### config.mk
export PLATFORM = sky130hd
export DESIGN_NAME = tvm_window_reader_flat
export DESIGN_NICKNAME = d
export VERILOG_FILES = /design/src/rtl/tvm_window_pkg.sv /design/src/rtl/tvm_window_reader_if.sv /design/src/rtl/tvm_window_skid.sv /design/src/rtl/tvm_window_reader.sv /design/src/flat_wrapper.sv
export SDC_FILE = /design/constraint.sdc
export NUM_CORES = 1
export LEC_CHECK = 0
export BUFFER_PORTS_ARGS = -buffer_cell sky130_fd_sc_hd__buf_2
export CORE_MARGIN = 5
export CORE_UTILIZATION = 35
export DETAILED_ROUTE_END_ITERATION = 10
export PLACE_DENSITY = 0.6
export SKIP_LAST_GASP = 1
export SYNTH_ARGS = -nofsm -noshare
export SYNTH_HDL_FRONTEND = slang
export SYNTH_SLANG_ARGS = --single-unit
### constraint.sdc
create_clock -name clk -period 3.3 [get_ports clk]
set_input_delay 0.33 -clock clk [delete_from_list [all_inputs] [get_ports clk]]
set_output_delay 0.33 -clock clk [all_outputs]
set_load 0.1 [all_outputs]
### src/rtl/tvm_window_pkg.sv
// rtl/tvm_window_pkg.sv - shared FSM state type and sizing helper for the window reader
package tvm_window_pkg;

  // Reader FSM states
  typedef enum logic [1:0] {
    IDLE = 2'd0,
    READ = 2'd1,
    SKIP = 2'd2,
    WAIT = 2'd3
  } state_t;

  // Bits needed to hold values 0..value-1, never less than one bit
  function automatic int unsigned clog2(input int unsigned value);
    int unsigned n = 0;
    for (int unsigned i = 0; i < 32; i++) begin
      if ((64'd1 << i) < 64'(value)) n = i + 1;
    end
    return (n == 0) ? 1 : n;
  endfunction

endpackage

### src/rtl/tvm_window_reader_if.sv
// rtl/tvm_window_reader_if.sv - buffer-read and pixel-stream bundle for the window reader
// slave  : reader side (drives read_ready/read_addr/read_advance and out_*)
// master : buffer + downstream side (drives read_valid/read_data and out_ready)
interface tvm_window_reader_if #(
  parameter int DATA_WIDTH    = 8,
  parameter int RD_ADDR_WIDTH = 5
);
  logic                     read_valid;
  logic                     read_ready;
  logic [RD_ADDR_WIDTH-1:0] read_addr;
  logic                     read_advance;
  logic [DATA_WIDTH-1:0]    read_data;
  logic [DATA_WIDTH-1:0]    out_data;
  logic                     out_valid;
  logic                     out_last;
  logic                     out_ready;

  modport slave (
    input  read_valid, read_data, out_ready,
    output read_ready, read_addr, read_advance, out_data, out_valid, out_last
  );

  modport master (
    output read_valid, read_data, out_ready,
    input  read_ready, read_addr, read_advance, out_data, out_valid, out_last
  );
endinterface

### src/rtl/tvm_window_skid.sv
// rtl/tvm_window_skid.sv - 2-entry output FIFO carrying pixel data plus last tag
// clk, rst      : clock, synchronous active-high reset
// i_push*       : write strobe, pixel, last tag
// i_pop         : head consumed this cycle
// o_valid/o_data/o_last : FIFO head (data/last forced to 0 while empty)
// o_count       : current occupancy 0..2
module tvm_window_skid #(
  parameter int DATA_WIDTH = 8
) (
  input  logic                  clk,
  input  logic                  rst,
  input  logic                  i_push,
  input  logic [DATA_WIDTH-1:0] i_push_data,
  input  logic                  i_push_last,
  input  logic                  i_pop,
  output logic                  o_valid,
  output logic [DATA_WIDTH-1:0] o_data,
  output logic                  o_last,
  output logic [1:0]            o_count
);
  logic [DATA_WIDTH:0] r_mem [2];
  logic                r_wr_ptr;
  logic                r_rd_ptr;
  logic [1:0]          r_count;
  logic                w_pop_ok;
  logic                w_push_ok;

  assign w_pop_ok  = i_pop && (r_count != 2'd0);
  // A push into a full FIFO is only legal when the head leaves in the same cycle
  assign w_push_ok = i_push && ((r_count != 2'd2) || w_pop_ok);

  always_ff @(posedge clk) begin
    if (rst) begin
      r_wr_ptr <= 1'b0;
      r_rd_ptr <= 1'b0;
      r_count  <= 2'd0;
    end else begin
      if (w_push_ok) r_wr_ptr <= ~r_wr_ptr;
      if (w_pop_ok)  r_rd_ptr <= ~r_rd_ptr;
      r_count <= r_count + {1'b0, w_push_ok} - {1'b0, w_pop_ok};
    end
  end

  always_ff @(posedge clk) begin
    if (w_push_ok) r_mem[r_wr_ptr] <= {i_push_last, i_push_data};
  end

  assign o_valid = (r_count != 2'd0);
  assign o_data  = o_valid ? r_mem[r_rd_ptr][DATA_WIDTH-1:0] : '0;
  assign o_last  = o_valid ? r_mem[r_rd_ptr][DATA_WIDTH]     : 1'b0;
  assign o_count = r_count;
endmodule

### src/rtl/tvm_window_reader.sv
// rtl/tvm_window_reader.sv - reads KxK windows out of a line buffer as a pixel stream
// clk, rst : clock, synchronous active-high reset
// bus      : slave side of tvm_window_reader_if
//   read_valid/read_ready/read_addr/read_advance/read_data : line-buffer port
//   out_data/out_valid/out_last/out_ready                  : pixel stream, out_last on K*K-th pixel
module tvm_window_reader
  import tvm_window_pkg::*;
#(
  parameter int DATA_WIDTH    = 8,
  parameter int IMAGE_WIDTH   = 8,
  parameter int KERNEL_WIDTH  = 3,
  parameter int RD_ADDR_WIDTH = 5,
  parameter int SKIP_WRAP     = 1
) (
  input logic               clk,
  input logic               rst,
  tvm_window_reader_if.slave bus
);
  localparam int COL_W = clog2(IMAGE_WIDTH);
  localparam int IDX_W = clog2(KERNEL_WIDTH);
  localparam logic [COL_W-1:0]         LAST_COL      = COL_W'(IMAGE_WIDTH - 1);
  localparam logic [COL_W-1:0]         MAX_START_COL = COL_W'(IMAGE_WIDTH - KERNEL_WIDTH);
  localparam logic [IDX_W-1:0]         LAST_IDX      = IDX_W'(KERNEL_WIDTH - 1);
  // Address jump from the last column of one window row to the first of the next
  localparam logic [RD_ADDR_WIDTH-1:0] ROW_STEP      = RD_ADDR_WIDTH'(IMAGE_WIDTH - KERNEL_WIDTH + 1);

  state_t                   r_state;
  state_t                   w_next_state;
  logic [COL_W-1:0]         r_col;
  logic [IDX_W-1:0]         r_row;
  logic [IDX_W-1:0]         r_c;
  logic [RD_ADDR_WIDTH-1:0] r_addr;
  logic                     r_inflight;
  logic                     r_inflight_last;

  logic                     w_issue;
  logic                     w_advance;
  logic                     w_last_elem;
  logic                     w_room;
  logic                     w_start_read;
  logic                     w_pop;
  logic [2:0]               w_occupancy;
  logic                     w_fifo_valid;
  logic [DATA_WIDTH-1:0]    w_fifo_data;
  logic                     w_fifo_last;
  logic [1:0]               w_fifo_count;

  assign w_last_elem  = (r_row == LAST_IDX) && (r_c == LAST_IDX);
  assign w_pop        = w_fifo_valid && bus.out_ready && !rst;
  // Entries the FIFO will hold once this cycle's pop and the in-flight read land;
  // counting the pop lets reads stream back-to-back when downstream keeps up
  assign w_occupancy  = {1'b0, w_fifo_count} + {2'b00, r_inflight} - {2'b00, w_pop};
  assign w_room       = (w_occupancy < 3'd2);
  assign w_start_read = (SKIP_WRAP == 0) || (r_col <= MAX_START_COL);

  always_ff @(posedge clk) begin
    if (rst) r_state <= IDLE;
    else     r_state <= w_next_state;
  end

  // IDLE already issues element 0 so a window costs K*K+1 cycles including WAIT
  always_comb begin
    w_next_state = r_state;
    w_issue      = 1'b0;
    w_advance    = 1'b0;
    case (r_state)
      IDLE: begin
        if (bus.read_valid) begin
          if (w_start_read) begin
            w_issue      = w_room;
            w_advance    = w_room && w_last_elem;
            w_next_state = (w_room && w_last_elem) ? WAIT : READ;
          end else begin
            w_next_state = SKIP;
          end
        end
      end
      READ: begin
        if (bus.read_valid && w_room) begin
          w_issue = 1'b1;
          if (w_last_elem) begin
            w_advance    = 1'b1;
            w_next_state = WAIT;
          end
        end
      end
      SKIP: begin
        w_advance    = 1'b1;
        w_next_state = WAIT;
      end
      // Gives the buffer a cycle to update read_valid after the pop
      WAIT:    w_next_state = IDLE;
      default: w_next_state = IDLE;
    endcase
    if (rst) begin
      w_issue   = 1'b0;
      w_advance = 1'b0;
    end
  end

  always_ff @(posedge clk) begin
    if (rst) begin
      r_col           <= '0;
      r_row           <= '0;
      r_c             <= '0;
      r_addr          <= '0;
      r_inflight      <= 1'b0;
      r_inflight_last <= 1'b0;
    end else begin
      r_inflight      <= w_issue;
      r_inflight_last <= w_issue && w_last_elem;
      if (w_issue) begin
        if (w_last_elem) begin
          r_row  <= '0;
          r_c    <= '0;
          r_addr <= '0;
        end else if (r_c == LAST_IDX) begin
          r_c    <= '0;
          r_row  <= r_row + IDX_W'(1);
          r_addr <= r_addr + ROW_STEP;
        end else begin
          r_c    <= r_c + IDX_W'(1);
          r_addr <= r_addr + RD_ADDR_WIDTH'(1);
        end
      end
      if (w_advance) r_col <= (r_col == LAST_COL) ? '0 : r_col + COL_W'(1);
    end
  end

  tvm_window_skid #(
    .DATA_WIDTH (DATA_WIDTH)
  ) u_skid (
    .clk         (clk),
    .rst         (rst),
    .i_push      (r_inflight),
    .i_push_data (bus.read_data),
    .i_push_last (r_inflight_last),
    .i_pop       (w_pop),
    .o_valid     (w_fifo_valid),
    .o_data      (w_fifo_data),
    .o_last      (w_fifo_last),
    .o_count     (w_fifo_count)
  );

  // Outputs are forced low while rst is held, not just after the reset edge
  assign bus.read_ready   = w_issue;
  assign bus.read_advance = w_advance;
  assign bus.read_addr    = rst ? '0 : r_addr;
  assign bus.out_valid    = w_fifo_valid && !rst;
  assign bus.out_last     = w_fifo_last && !rst;
  assign bus.out_data     = rst ? '0 : w_fifo_data;
endmodule

### src/flat_wrapper.sv
// flat-port wrapper written by rule: the top's interface ports become plain ports
module tvm_window_reader_flat import tvm_window_pkg::*;
#(
  parameter int DATA_WIDTH    = 8,
  parameter int IMAGE_WIDTH   = 8,
  parameter int KERNEL_WIDTH  = 3,
  parameter int RD_ADDR_WIDTH = 5,
  parameter int SKIP_WRAP     = 1
)
  (clk, rst, bus_read_valid, bus_read_data, bus_out_ready, bus_read_ready, bus_read_addr, bus_read_advance, bus_out_data, bus_out_valid, bus_out_last);
  tvm_window_reader_if #(.DATA_WIDTH(DATA_WIDTH), .RD_ADDR_WIDTH(RD_ADDR_WIDTH)) bus_i ();
  input logic clk;
  input logic rst;
  input wire logic [$bits(bus_i.read_valid)-1:0] bus_read_valid;
  input wire logic [$bits(bus_i.read_data)-1:0] bus_read_data;
  input wire logic [$bits(bus_i.out_ready)-1:0] bus_out_ready;
  output wire logic [$bits(bus_i.read_ready)-1:0] bus_read_ready;
  output wire logic [$bits(bus_i.read_addr)-1:0] bus_read_addr;
  output wire logic [$bits(bus_i.read_advance)-1:0] bus_read_advance;
  output wire logic [$bits(bus_i.out_data)-1:0] bus_out_data;
  output wire logic [$bits(bus_i.out_valid)-1:0] bus_out_valid;
  output wire logic [$bits(bus_i.out_last)-1:0] bus_out_last;
  assign bus_i.read_valid = bus_read_valid;
  assign bus_i.read_data = bus_read_data;
  assign bus_i.out_ready = bus_out_ready;
  assign bus_read_ready = bus_i.read_ready;
  assign bus_read_addr = bus_i.read_addr;
  assign bus_read_advance = bus_i.read_advance;
  assign bus_out_data = bus_i.out_data;
  assign bus_out_valid = bus_i.out_valid;
  assign bus_out_last = bus_i.out_last;
  tvm_window_reader #(.DATA_WIDTH(DATA_WIDTH), .IMAGE_WIDTH(IMAGE_WIDTH), .KERNEL_WIDTH(KERNEL_WIDTH), .RD_ADDR_WIDTH(RD_ADDR_WIDTH), .SKIP_WRAP(SKIP_WRAP)) u_core (.clk(clk), .rst(rst), .bus(bus_i));
endmodule
=== Word-level counts from Yosys, hierarchy flattened ===
Memories as Yosys holds them, arrays and structs flattened. A register that Yosys moved wholly into a read port is not among the register bits.
Index checks and enable logic that the tools add are counted.

* Memories: 1
* RAM bits: 18
* Output and inout bits: 17
* Bits of input ports: 12
* Flip-flop bits (word level): 20

{| class="wikitable"
|+ Memory list
! memory !! words !! bits a word !! rd ports !! clocked after memory_dff !! write ports !! line !! source
|-
| u_core.u_skid.r_mem || 2 || 9 || 1 || 1 || 1 || tvm_window_skid.sv:21 || <nowiki>logic [DATA_WIDTH:0] r_mem [2];</nowiki>
|}

* Add/sub/neg operators: 9
* Magnitude comparators: 2
* Reductions and logical operators: 17
* Muxes and demuxes: 32
* Equality and inequality tests: 10
* Bitwise gates (word level): 2

{| class="wikitable"
|+ Operator list
! kind !! number
|-
| two-way mux 2 bit || 9
|-
| two-way mux 8 bit || 2
|-
| two-way mux 5 bit || 3
|-
| two-way mux 1 bit || 14
|-
| logical AND 1 bit || 10
|-
| equality test 2 bit, second input constant || 4
|-
| case mux 2 bit (4 select lines) || 1
|-
| adder 5 x 1 -> 5 bit, second input constant || 1
|-
| adder 5 x 3 -> 5 bit, second input constant || 1
|-
| adder 2 x 1 -> 2 bit, second input constant || 2
|-
| inequality test 2 x 1 -> 1 bit, second input constant || 2
|-
| inequality test 2 bit, second input constant || 2
|-
| nonzero test 2 bit || 2
|-
| adder 2 x 1 -> 3 bit || 1
|-
| adder 3 x 1 -> 3 bit, second input constant || 1
|-
| equality test 3 bit, second input constant || 1
|-
| less-or-equal comparator 3 bit, second input constant || 1
|-
| < comparator 3 x 2 -> 1 bit, second input constant || 1
|-
| two-way mux 3 bit || 1
|-
| case mux 1 bit (3 select lines) || 1
|-
| AND reduction 3 bit || 1
|-
| subtractor 3 x 1 -> 3 bit || 1
|-
| adder 2 x 1 -> 2 bit || 1
|-
| equality test 2 x 1 -> 1 bit, second input constant || 1
|-
| 7 further kinds || 8
|}

=== Longest topological paths before layout ===
* Depth after elaboration: 10
* Gate-level depth with buffers: 13

=== Modules after synthesis ===
A second synthesis with hierarchy kept.

* Cells, all modules: 190
* Area, all modules: 2016.9 um2

{| class="wikitable"
|+ By module, submodules not included
! module !! area an instance (um2) !! cells an instance !! instances
|-
| tvm_window_reader || 1103.6 || 126 || 1
|-
| tvm_window_skid || 913.4 || 64 || 1
|}

=== Least setup slack after synthesis ===
No wires, ideal clock.

* Path kind: reg2out
* Start: register u_core.u_skid.r_count[1], in the netlist u_core.u_skid.o_count[1]
* End: output port bus_read_ready
* Cell stages (with the launch flop): 13
* Path slack: -1.289 ns
* Required time: 2.970 ns
* Arrival time: 4.259 ns
* Path through: dfxtp_1 > o21bai_1 > inv_2 > nand2_1 > inv_1 > ha_1 > nand2b_1 > fa_1 > xnor2_2 > nand3_1 > a21o_1 > buf_2 > nor2_1

* Cells in the longest elaborated chain, start to end: 9
* Elaborated cells between the ends (all ways): 12
* Those cells by class: add/sub: 2; order compare: 1; mux: 5; reduce/logical: 4

{| class="wikitable"
|+ RTL lines
! element !! line !! source
|-
| start, declared || tvm_window_skid.sv:24 || <nowiki>logic [1:0] r_count;</nowiki>
|-
| start signal, assigned || tvm_window_skid.sv:40 || <nowiki>r_count <= r_count + {1'b0, w_push_ok} - {1'b0, w_pop_ok};</nowiki>
|-
| branches (longest 3 deep; another with adder 2 x 1 -> 3 bit) || -- ||
|-
| subtractor 3 x 1 -> 3 bit * || tvm_window_reader.sv:52 || <nowiki>assign w_occupancy = {1'b0, w_fifo_count} + {2'b00, r_inflight} - {2'b00, w_pop};</nowiki>
|-
| < comparator 3 x 2 -> 1 bit * || tvm_window_reader.sv:53 || <nowiki>assign w_room = (w_occupancy < 3'd2);</nowiki>
|-
| two-way mux 1 bit / logical AND 1 bit (equally long branches) || tvm_window_reader.sv:69, tvm_window_reader.sv:79 ||
|-
| two-way mux 1 bit (on tied branches) || tvm_window_reader.sv:68, tvm_window_reader.sv:79 ||
|-
| case mux 1 bit (2 select lines) * || tvm_window_reader.sv:66 || <nowiki>case (r_state)</nowiki>
|-
| two-way mux 1 bit * || tvm_window_reader.sv:95 || <nowiki>if (rst) begin</nowiki>
|-
| end, declared || flat_wrapper.sv:17 || <nowiki>output wire logic [$bits(bus_i.read_ready)-1:0] bus_read_ready;</nowiki>
|}

Mark *: on every way between the ends.

=== Final worst setup path ===
* Start: register u_core.u_skid.r_count[0], in the netlist u_core.u_skid.o_count[0]
* End: output port bus_read_ready

Same word-level chain as after synthesis.

==> results.md <==
- Setup Viol. Count Final: 0
- Global-route wire length before repair: 5.871 mm
- Ys Warns: 0
- Register area share after synthesis: 49.90%
- Iteration-0 DRC Markers: 37
- Cell Area, Synth: 1926 um2
- Site row count: 27
- Largest net degree at the start of global routing: 30
- ANT nets after route: 0
- Syn nets: 208
- Final HPWL DP: 2.530 mm
- CP max FO: 16
- CP max-delay cell: dfxtp_2
- Worst Hold Path EP: u_core.u_skid.r_mem[1][7]
- Commonest non-fill, non-tap cells in the layout: nor2_1 (28), buf_2 (26), dfxtp_1 (19)
- #FFs+latches synth: 39
- Mapped Cells: 183
- Hold crit path type: in -> reg
- FMAX: 0.3227 GHz
- PwrDens: 785.8 nW/um2
- Via count: 1,384
- Remaining DRCs: 0
- Hold path cells: 1
- Layout cells sized above 1: 24.88%
- Skew-Pair Late Insertion Delay: 0.29 ns
- Reg2reg path depth: 12
- Static Leak: 0.9126 nW
- RD Place Congestion: 0.7774
- WL/cell: 12.31 um
- Worst hold slack: 0.2237 ns
- Die H: 84.18 um
- Max Cap Viol: 0
- Post-synth top area share: 28.07%
- Clock Path Buffers: 2
- # IOs: 29
- Most common cell after layout, fill and taps aside: nor2_1
- H-tree levels: 2
- Fraction of the mapped netlist area in adder cells: 8.837%
- Fin. max-slew vios: 0
- Initial core utilization: 35.40%
- Area share of and/or/nand/nor cells after synthesis: 15.92%
- Final period util: 93.90%
- Critical Path, Cell by Cell: o21bai_4, inv_8, nand2_4, inv_2, ha_4, nand2b_4, fa_2, xnor2_2, nand3_1, a21o_2, nor2_2, buf_12
- Post-place setup slack: 0.2362 ns
- Number of hold buffers added after CTS: 0
- Post-synth EDFFs: 18
- Vias in the first global route: 1,288
- Crit path launch type: flop
- Mux contribution to synthesized area: 5.718%
- Clock transition at the registers of the reported paths: 0.08 ns
- GRT Resource Usage Total: 10.28%
- Diode count: 0
- Final Hold Vio Count: 0
- Crit Reg-Reg Endpoint: u_core.r_addr[3]
- Placed insts: 280
- Peak supply drop: 410.7 uV
- Vias per cell: 4.789
- Clock sinks: 39
- IO Port Bufs: 28
- Antenna violations before repair: 0
- Final WL: 3.557 mm
- Required time worst endpoint: 2.97 ns
- Avg Inst Size Synth: 10.52 um2
- Nets: 241
- Reg2Reg Launch Point: u_core.u_skid.o_count[0]
- Prevailing post-synth register cell: dfxtp_1
- Area grow syn2layout: 21.25%
- Final Critical Period: 3.099 ns
- Gr ovfl total: 0
- Final std cells w/o fill: 289
- Tightest Pin Transition: 0.8235 ns
- RSZ-0062 raised after global routing: no
- Clk root buf: clkbuf_8
- Synth cell types: 38
- Area contributors post-synth: edfxtp_1 (28%), dfxtp_1 (22%), ha_1 (7.8%)
- Die ar.: 7085 um2
- Post-Synth XOR/XNOR Area: 3.119%
- Flop2flop setup slack: 0.48 ns
- Compound-Gate Fraction of Synth Area: 13.13%
- Outcome: finished, final reports clean
- Core box area: 5439 um2
- CTS tree: built
- Hold Path Origin: bus_read_data[7]
- WP data arrival: 2.77 ns
- Main combinational cell family by area after synthesis: simple AND/OR/NAND/NOR gates
- Slew HR: 44.90%
- Die width: 84.18 um
- Post-route clock skew: 0.004388 ns
- Largest area contributor in the netlist: edfxtp_1
- Async S/R FF share, synth: 0%
- DRT Pass-1 Iters: 4
- Final setup margin: 0.2014 ns
- Worst setup EP type: primary output
- Total CTS buffers: 5
- Crit-path max cell delay: 0.38 ns
- Crit Path Category: reg -> out
power by group:
part / leakage, nW / internal (W) / total (W) / switching, W
sequential: 0.336 / 0.000607 / 0.000695 / 0.0000885
combinational: 0.537 / 0.000265 / 0.000824 / 0.000558
clock: 0.0402 / 0.000147 / 0.000316 / 0.000169
final cells by class:
class	count	area, um2
Timing Repair Buffer	31	192.7
Tap cell	72	90.09
Fill cell	530	3104
Sequential cell	39	965.9
Clock buffer	5	68.82
Multi-Input combinational cell	127	944.7
Clock inverter	3	20.02
Inverter	12	52.55
cells by family after synthesis:
logic type | Yosys count
buffers and inverters | 17
xor gates and xnor gates | 6
and+or+nand+nor | 62
adders and majority gates | 13
AOI/OAI and AO/OA | 35
DFF | 39
muxes | 11
how the worst max path moves through the flow:
stage	startpoint	endpoint	slack, ns	depth (start not counted)
4_1_cts	u_core.u_skid.o_count[0]	bus_read_ready	0.03	12
3_3_place_gp	u_core.u_skid.o_count[0]	bus_read_ready	0.32	12
2_1_floorplan	u_core.u_skid.o_count[1]	u_core.r_col[0]	-0.41	12
6_report	u_core.u_skid.o_count[0]	bus_read_ready	0.20	12
3_5_place_dp	u_core.u_skid.o_count[0]	u_core.r_addr[4]	0.24	12
5_1_grt	u_core.u_skid.o_count[0]	bus_read_ready	0.02	12
what timing repair did:
action,CTS,global route
endpoints found under the hold margin,0,0
setup endpoints to repair,1,1
resized for setup,0,2
pin swaps,1,0
buffers inserted,1,0
flip-flops by register name, summed over array words and instances (netlist names), named ones only:
register,count
u_core.r_addr,5
u_core.r_state,2
u_core.r_inflight,1
u_core.r_c,2
u_core.u_skid.r_wr_ptr,1
u_core.r_row,2
u_core.r_col,3
u_core.u_skid.r_mem,18
u_core.r_inflight_last,1
u_core.u_skid.o_count,2
u_core.u_skid.r_rd_ptr,1
routing by layer:
metal  vias to the layer above  track usage [%]  wire length (um)
li1                        711                -                 -
met1                       630            13.59              1738
met2                        36            15.57              1550
met3                         7            3.435               215
met4                         0            3.947                51
met5                         -                0                 0
synthesized netlist by cell type, types with 2 or more instances:
cell type / n
o21bai_1: 2
a311oi_1: 2
clkbuf_1: 4
or3_1: 2
xnor2_1: 3
ha_1: 12
and3_1: 2
dfxtp_1: 21
a21o_1: 3
o22ai_1: 2
nor2_1: 29
inv_1: 11
nand2_1: 6
edfxtp_1: 18
o21ai_1: 5
or4_1: 3
o2bb2ai_1: 2
a21oi_1: 9
xor2_1: 2
mux2i_1: 11
nor2b_1: 6
nor3_1: 3
a211oi_1: 3
o21ai_0: 3
nand2b_1: 6
per-stage QoR:
step	cell area [um2]	setup TNS [ns]	util, %	total power, W
finish	2335	0	42.93	0.001835
global route	2335	0	42.93	0.001955
CTS	2332	0	42.88	0.001860
detailed placement	2236	0	41.11	0.001526
global placement	2236	0	41.11	0.001521
floorplan	1981	-1.385	-	0.001362
critical path, delay by kind of cell, from the launching register on:
family | cells | cell delay (ns)
compound gates | 2 | 0.54
xor+xnor | 1 | 0.19
fa+ha+maj | 2 | 0.57
buf+inv | 3 | 0.27
flops | 1 | 0.38
simple gates | 4 | 0.52
(Power assumes the default switching activity.)
